`config.mk`:
```
export PLATFORM = sky130hd
export DESIGN_NAME = hilo_divider
export DESIGN_NICKNAME = d
export VERILOG_FILES = /design/src/rtl/hilo_pkg.sv /design/src/rtl/hilo_divider_div_step.sv /design/src/rtl/hilo_divider.sv
export SDC_FILE = /design/constraint.sdc
export NUM_CORES = 1
export LEC_CHECK = 0
export ABC_AREA = 1
export CORE_MARGIN = 2
export CORE_UTILIZATION = 57
export CTS_CLUSTER_DIAMETER = 200
export DETAILED_ROUTE_END_ITERATION = 6
export PLACE_DENSITY = 0.82
export SETUP_SLACK_MARGIN = 0.15
export SLEW_MARGIN = 20
export SYNTH_ARGS = -nofsm -noshare
export SYNTH_HDL_FRONTEND = slang
export SYNTH_SLANG_ARGS = --single-unit
```
`constraint.sdc`:
```
create_clock -name clk -period 2.98 [get_ports clk]
set_input_delay 0.596 -clock clk [delete_from_list [all_inputs] [get_ports clk]]
set_output_delay 0.596 -clock clk [all_outputs]
set_load 0.01 [all_outputs]
```
`src/rtl/hilo_pkg.sv`:
```
// ============================================================================
// Module : hilo_pkg
// Brief  : Shared types and constants for the HI/LO divide unit.
// Rev    : 1.0  initial release
// ============================================================================
`default_nettype none

package hilo_pkg;

    typedef enum logic [1:0] {
        IDLE = 2'd0,
        RUN  = 2'd1,
        DONE = 2'd2
    } state_t;

    localparam logic [5:0] FUNCT_DIVU  = 6'd27;
    localparam logic [5:0] FUNCT_MULTU = 6'd25;

    localparam int DEFAULT_WIDTH = 32;
    localparam int CNT_W         = $clog2(DEFAULT_WIDTH + 1);

    // Iteration counter width for an arbitrary operand width.
    function automatic int cnt_width(input int width);
        return $clog2(width + 1);
    endfunction

endpackage : hilo_pkg

`default_nettype wire

```
`src/rtl/hilo_divider_div_step.sv`:
```
// ============================================================================
// Module : div_step
// Brief  : One combinational restoring-division step on {rem,quo}.
// Rev    : 1.0  initial release
// ============================================================================
`default_nettype none

module div_step #(
    parameter int WIDTH = 32
) (
    input  logic [WIDTH-1:0] i_rem,
    input  logic [WIDTH-1:0] i_quo,
    input  logic [WIDTH-1:0] i_div,
    output logic [WIDTH-1:0] o_rem,
    output logic [WIDTH-1:0] o_quo
);

    logic [WIDTH:0] w_shifted;
    logic [WIDTH:0] w_trial;

    assign w_shifted = {i_rem, i_quo[WIDTH-1]};
    assign w_trial   = w_shifted - {1'b0, i_div};

    // A clear MSB on the trial difference means the divisor fitted.
    always_comb begin
        o_quo = {i_quo[WIDTH-2:0], ~w_trial[WIDTH]};
        if (w_trial[WIDTH]) begin
            o_rem = w_shifted[WIDTH-1:0];
        end else begin
            o_rem = w_trial[WIDTH-1:0];
        end
    end

endmodule : div_step

`default_nettype wire

```
`src/rtl/hilo_divider.sv`:
```
// ============================================================================
// Module : hilo_divider
// Brief  : Multi-cycle unsigned divide (optional multiply with HILO_MULTU_EN)
//          driving the architectural HI/LO registers, with core stall.
// Rev    : 1.0  initial release
// ============================================================================
`default_nettype none

module hilo_divider
    import hilo_pkg::*;
#(
    parameter int WIDTH = 32
) (
    input  logic             clk,
    input  logic             reset,
    input  logic             start,
`ifdef HILO_MULTU_EN
    input  logic             op,
`endif
    input  logic [WIDTH-1:0] srca,
    input  logic [WIDTH-1:0] srcb,
    output logic             stall,
    output logic             busy,
    output logic             done,
    output logic             div_by_zero,
    output logic [WIDTH-1:0] hi,
    output logic [WIDTH-1:0] lo
);

    localparam int CW = cnt_width(WIDTH);

    state_t           r_state;
    logic [WIDTH-1:0] r_rem;
    logic [WIDTH-1:0] r_quo;
    logic [WIDTH-1:0] r_opb;
    logic [CW-1:0]    r_count;

    logic [WIDTH-1:0] w_div_rem;
    logic [WIDTH-1:0] w_div_quo;
    logic [WIDTH-1:0] w_step_rem;
    logic [WIDTH-1:0] w_step_quo;
    logic             w_zero_div;

    div_step #(
        .WIDTH (WIDTH)
    ) u_div_step (
        .i_rem (r_rem),
        .i_quo (r_quo),
        .i_div (r_opb),
        .o_rem (w_div_rem),
        .o_quo (w_div_quo)
    );

`ifdef HILO_MULTU_EN
    logic             r_op;
    logic [WIDTH:0]   w_mul_sum;

    // Shift-add: r_rem accumulates the high half, r_quo shifts the multiplier
    // out while the product's low half shifts in from the top.
    assign w_mul_sum  = {1'b0, r_rem} + (r_quo[0] ? {1'b0, r_opb} : '0);
    assign w_step_rem = r_op ? w_mul_sum[WIDTH:1] : w_div_rem;
    assign w_step_quo = r_op ? {w_mul_sum[0], r_quo[WIDTH-1:1]} : w_div_quo;
    assign w_zero_div = (srcb == '0) & ~op;
`else
    assign w_step_rem = w_div_rem;
    assign w_step_quo = w_div_quo;
    assign w_zero_div = (srcb == '0);
`endif

    assign stall = ((r_state == IDLE) & start) | (r_state == RUN);

    always_ff @(posedge clk) begin
        if (!reset) begin
            r_state     <= IDLE;
            r_rem       <= '0;
            r_quo       <= '0;
            r_opb       <= '0;
            r_count     <= '0;
            hi          <= '0;
            lo          <= '0;
            busy        <= 1'b0;
            done        <= 1'b0;
            div_by_zero <= 1'b0;
`ifdef HILO_MULTU_EN
            r_op        <= 1'b0;
`endif
        end else begin
            done <= 1'b0;
            case (r_state)
                IDLE: begin
                    if (start) begin
                        if (w_zero_div) begin
                            hi          <= srca;
                            lo          <= '1;
                            div_by_zero <= 1'b1;
                            done        <= 1'b1;
                            r_state     <= DONE;
                        end else begin
                            r_rem       <= '0;
                            r_quo       <= srca;
                            r_opb       <= srcb;
                            r_count     <= CW'(WIDTH);
                            div_by_zero <= 1'b0;
                            busy        <= 1'b1;
                            r_state     <= RUN;
`ifdef HILO_MULTU_EN
                            r_op        <= op;
`endif
                        end
                    end
                end
                RUN: begin
                    r_rem   <= w_step_rem;
                    r_quo   <= w_step_quo;
                    r_count <= r_count - CW'(1);
                    if (r_count == CW'(1)) begin
                        hi      <= w_step_rem;
                        lo      <= w_step_quo;
                        busy    <= 1'b0;
                        done    <= 1'b1;
                        r_state <= DONE;
                    end
                end
                // start is still high for the retiring instruction; ignore it.
                DONE: begin
                    r_state <= IDLE;
                end
                default: begin
                    r_state <= IDLE;
                end
            endcase
        end
    end

endmodule : hilo_divider

`default_nettype wire

```
==> flow_metrics.tcl <==
set metrics [dict create \
    status "finished, final reports clean" \
    power_density_nw_per_um2 1070 \
    floorplan.rows 50 \
    hold_viol 0 \
    grt_pass1_vias 9832 \
    synth.distinct_cells 40 \
    final_area_um2 12800 \
    grt_pass1_wl_um 48000 \
    ys_ff_latch 171 \
    min_period_ps 2640 \
    hold_path.class "flip-flop to flip-flop" \
    critPathKind "primary input to flip-flop" \
    netlist_top_cells_area "dfxtp_1 (32%), nand2_1 (14%), inv_1 (12%), nand3_1 (7.1%), nand3_2 (5.4%)" \
    cts_tree "yes" \
    dpl_cell_area_um2 12200 \
    synth_area_um2 10700 \
    min_from "r_count[5]" \
    syn_area_per_cell_um2 6.51 \
    htreeDepth 4 \
    core_um2 18500 \
    io_buffers 134 \
    final-setup-viol-count 0 \
    slowest_stage "nor4_1" \
    reg2reg_from "r_quo[31]" \
    finalNetCount 1850 \
    synth_edf_count 0 \
    die_x_um 141 \
    critical_path_arrival_ps 3030 \
    grt_max_degree 101 \
    synth_top_area_cell "dfxtp_1" \
    cts_num_sinks 171 \
    worst_ep_required_time_ps 3370 \
    wirelength_um 29900 \
    maxCapViolCount 0 \
    wl_per_cell_um 15.0 \
    clk_pin_slew_worst_paths_ps 70 \
    startpoint "srcb[7]" \
    syn2layout_area_growth_pct 19.9 \
    die_h_um 141 \
    cpPeakStageDelay_ps 640 \
    ys_top_cells_by_count "nand2_1 (389), inv_1 (350), dfxtp_1 (171)" \
    power_leakage_nw 6.82 \
    fin_crit_sh_pct 88.6 \
    fin_util_pct 69.1 \
    ant_nets 0 \
    drtPass1Iterations 6 \
    antenna_found_initial 0 \
    postSynthCellCount 1640 \
    path_cells "clkdlybuf4s50_1 > nor4_1 > nand3_1 > nor2_1 > nand2_1 > nand2_2 > buf_4 > nand2_1 > nand3_1 > nand2_1 > inv_1" \
    clk_latency_ps 450 \
    irDropWorstVdd_mv 1.69 \
    place_congestion 0.924 \
    synth.most_common_cell "nand2_1" \
    routed-via-count 10448 \
    root_buffer "clkbuf_16" \
    fin_skew_ps 12.1 \
    synthArstFlopShare_pct 0 \
    critPathMostFrequentCell "nand2_1" \
    rsz0062_at_grt "no" \
    worst_pin_slew_ps 693 \
    cp_max_fo 19 \
    dp_hpwl_um 21800 \
    postCtsHoldBufs 0 \
    initial_core_util_pct 57.7 \
    drive_gt1_share_pct 10.7 \
    synth_nets 1742 \
    grt_use_total_pct 30.1 \
    synth_top_area_share_pct 32.1 \
    total_power_mw 13.6 \
    overflow 0 \
    synth-main-ff-cell "dfxtp_1" \
    diodes 0 \
    fillCellCount 1628 \
    remaining_drc_errors 0 \
    postCtsSetupBuffers 0 \
    synth_warnings 0 \
    cp-end-kind "flip-flop" \
    startpoint_type "primary input" \
    vias_per_cell 5.24 \
    seq_area_frac_synth_pct 32.1 \
    max_freq_ghz 0.379 \
    fin_cells 1995 \
    cts_resized 0 \
    placed_cells 1963 \
    ios 135 \
    slew_headroom_pct 53.4 \
    die-area_um2 19800 \
    numCtsBuffers 17 \
    ctsLongestPathBuffers 2 \
    drv_slew 0 \
    drt_iter0_drc 787 \
]
[state kept, by name, summed over array words and instances (netlist names)]
name,flops
busy,1
div_by_zero,1
done,1
hi,32
lo,32
r_count,6
r_opb,32
r_quo,32
r_rem,32
r_state,2
[layer usage]
layer | track usage, % | vias up | part of all wire (%)
li1 | - | 5292 | -
met3 | 6.90 | 57 | 7.5
met1 | 39.7 | 4733 | 44
met5 | 0 | - | 0
met4 | 10.9 | 0 | 2.7
met2 | 48.7 | 366 | 46
[cell type report]
| cell class | instances | area (µm²) | share of cell area [%] |
|---|---|---|---|
| multi-input combinational | 1010 | 5380 | 42.0 |
| inverter | 390 | 1460 | 11.4 |
| clock buffer | 18 | 439 | 3.43 |
| tap | 234 | 293 | 2.29 |
| sequential | 171 | 3420 | 26.7 |
| clock inverter | 14 | 173 | 1.35 |
| timing repair buffer | 158 | 1630 | 12.7 |
[worst max-delay path, delay by kind of cell]
kind	cells	cell delay, ps
buffers and inverters	3	760
and+or+nand+nor	8	1660
[cell usage in the layout, fill, tap and decap left out, types with 16 or more instances in the layout]
| cell | Yosys | routed |
|---|---|---|
| a21oi_1 | 52 | 52 |
| buf_4 | 7 | 16 |
| clkbuf_16 | 0 | 17 |
| clkdlybuf4s50_1 | 0 | 133 |
| dfxtp_1 | 171 | 171 |
| ha_1 | 34 | 34 |
| inv_1 | 350 | 349 |
| inv_2 | 40 | 41 |
| nand2_1 | 389 | 389 |
| nand3_1 | 151 | 151 |
| nand3_2 | 58 | 58 |
| nor2_1 | 79 | 78 |
| o211ai_1 | 33 | 33 |
| o21ai_0 | 111 | 111 |
| xor2_1 | 18 | 18 |
[worst paths after layout]
kind	end	slack [ps]	cells after the start
hold reg to reg	r_count[5]	480	2
hold / removal	r_count[5]	480	2
setup reg to reg	hi[31]	350	17
setup / recovery	r_rem[6]	340	11
[metrics by stage]
stage | setup TNS, ps | setup slack (ps) | hold slack, ps
2_1_floorplan | 0 | 842 | 443
3_3_place_gp | -2370 | -62.9 | 457
3_5_place_dp | -4370 | -111 | 464
4_1_cts | 0 | 340 | 475
5_1_grt | 0 | 168 | 495
6_report | 0 | 340 | 476
[kinds of logic after synthesis]
kind of cell,count (synthesis),synth area share (%)
xor gates and xnor gates,18,1.48
AOI/OAI and AO/OA,221,11.6
adders and majority gates,35,4.17
buffers and inverters,459,17.7
and+or+nand+nor,736,33.0
DFF,171,32.1
[power breakdown]
group	leakage, nW	internal [mW]	switching [mW]	total [mW]
registers	1.39	2.58	0.236	2.82
logic	5.12	2.59	5.90	8.49
clock network	0.298	1.23	1.10	2.33
total	6.82	6.41	7.24	13.6
Note: power is estimated with default switching activity, not from simulation.
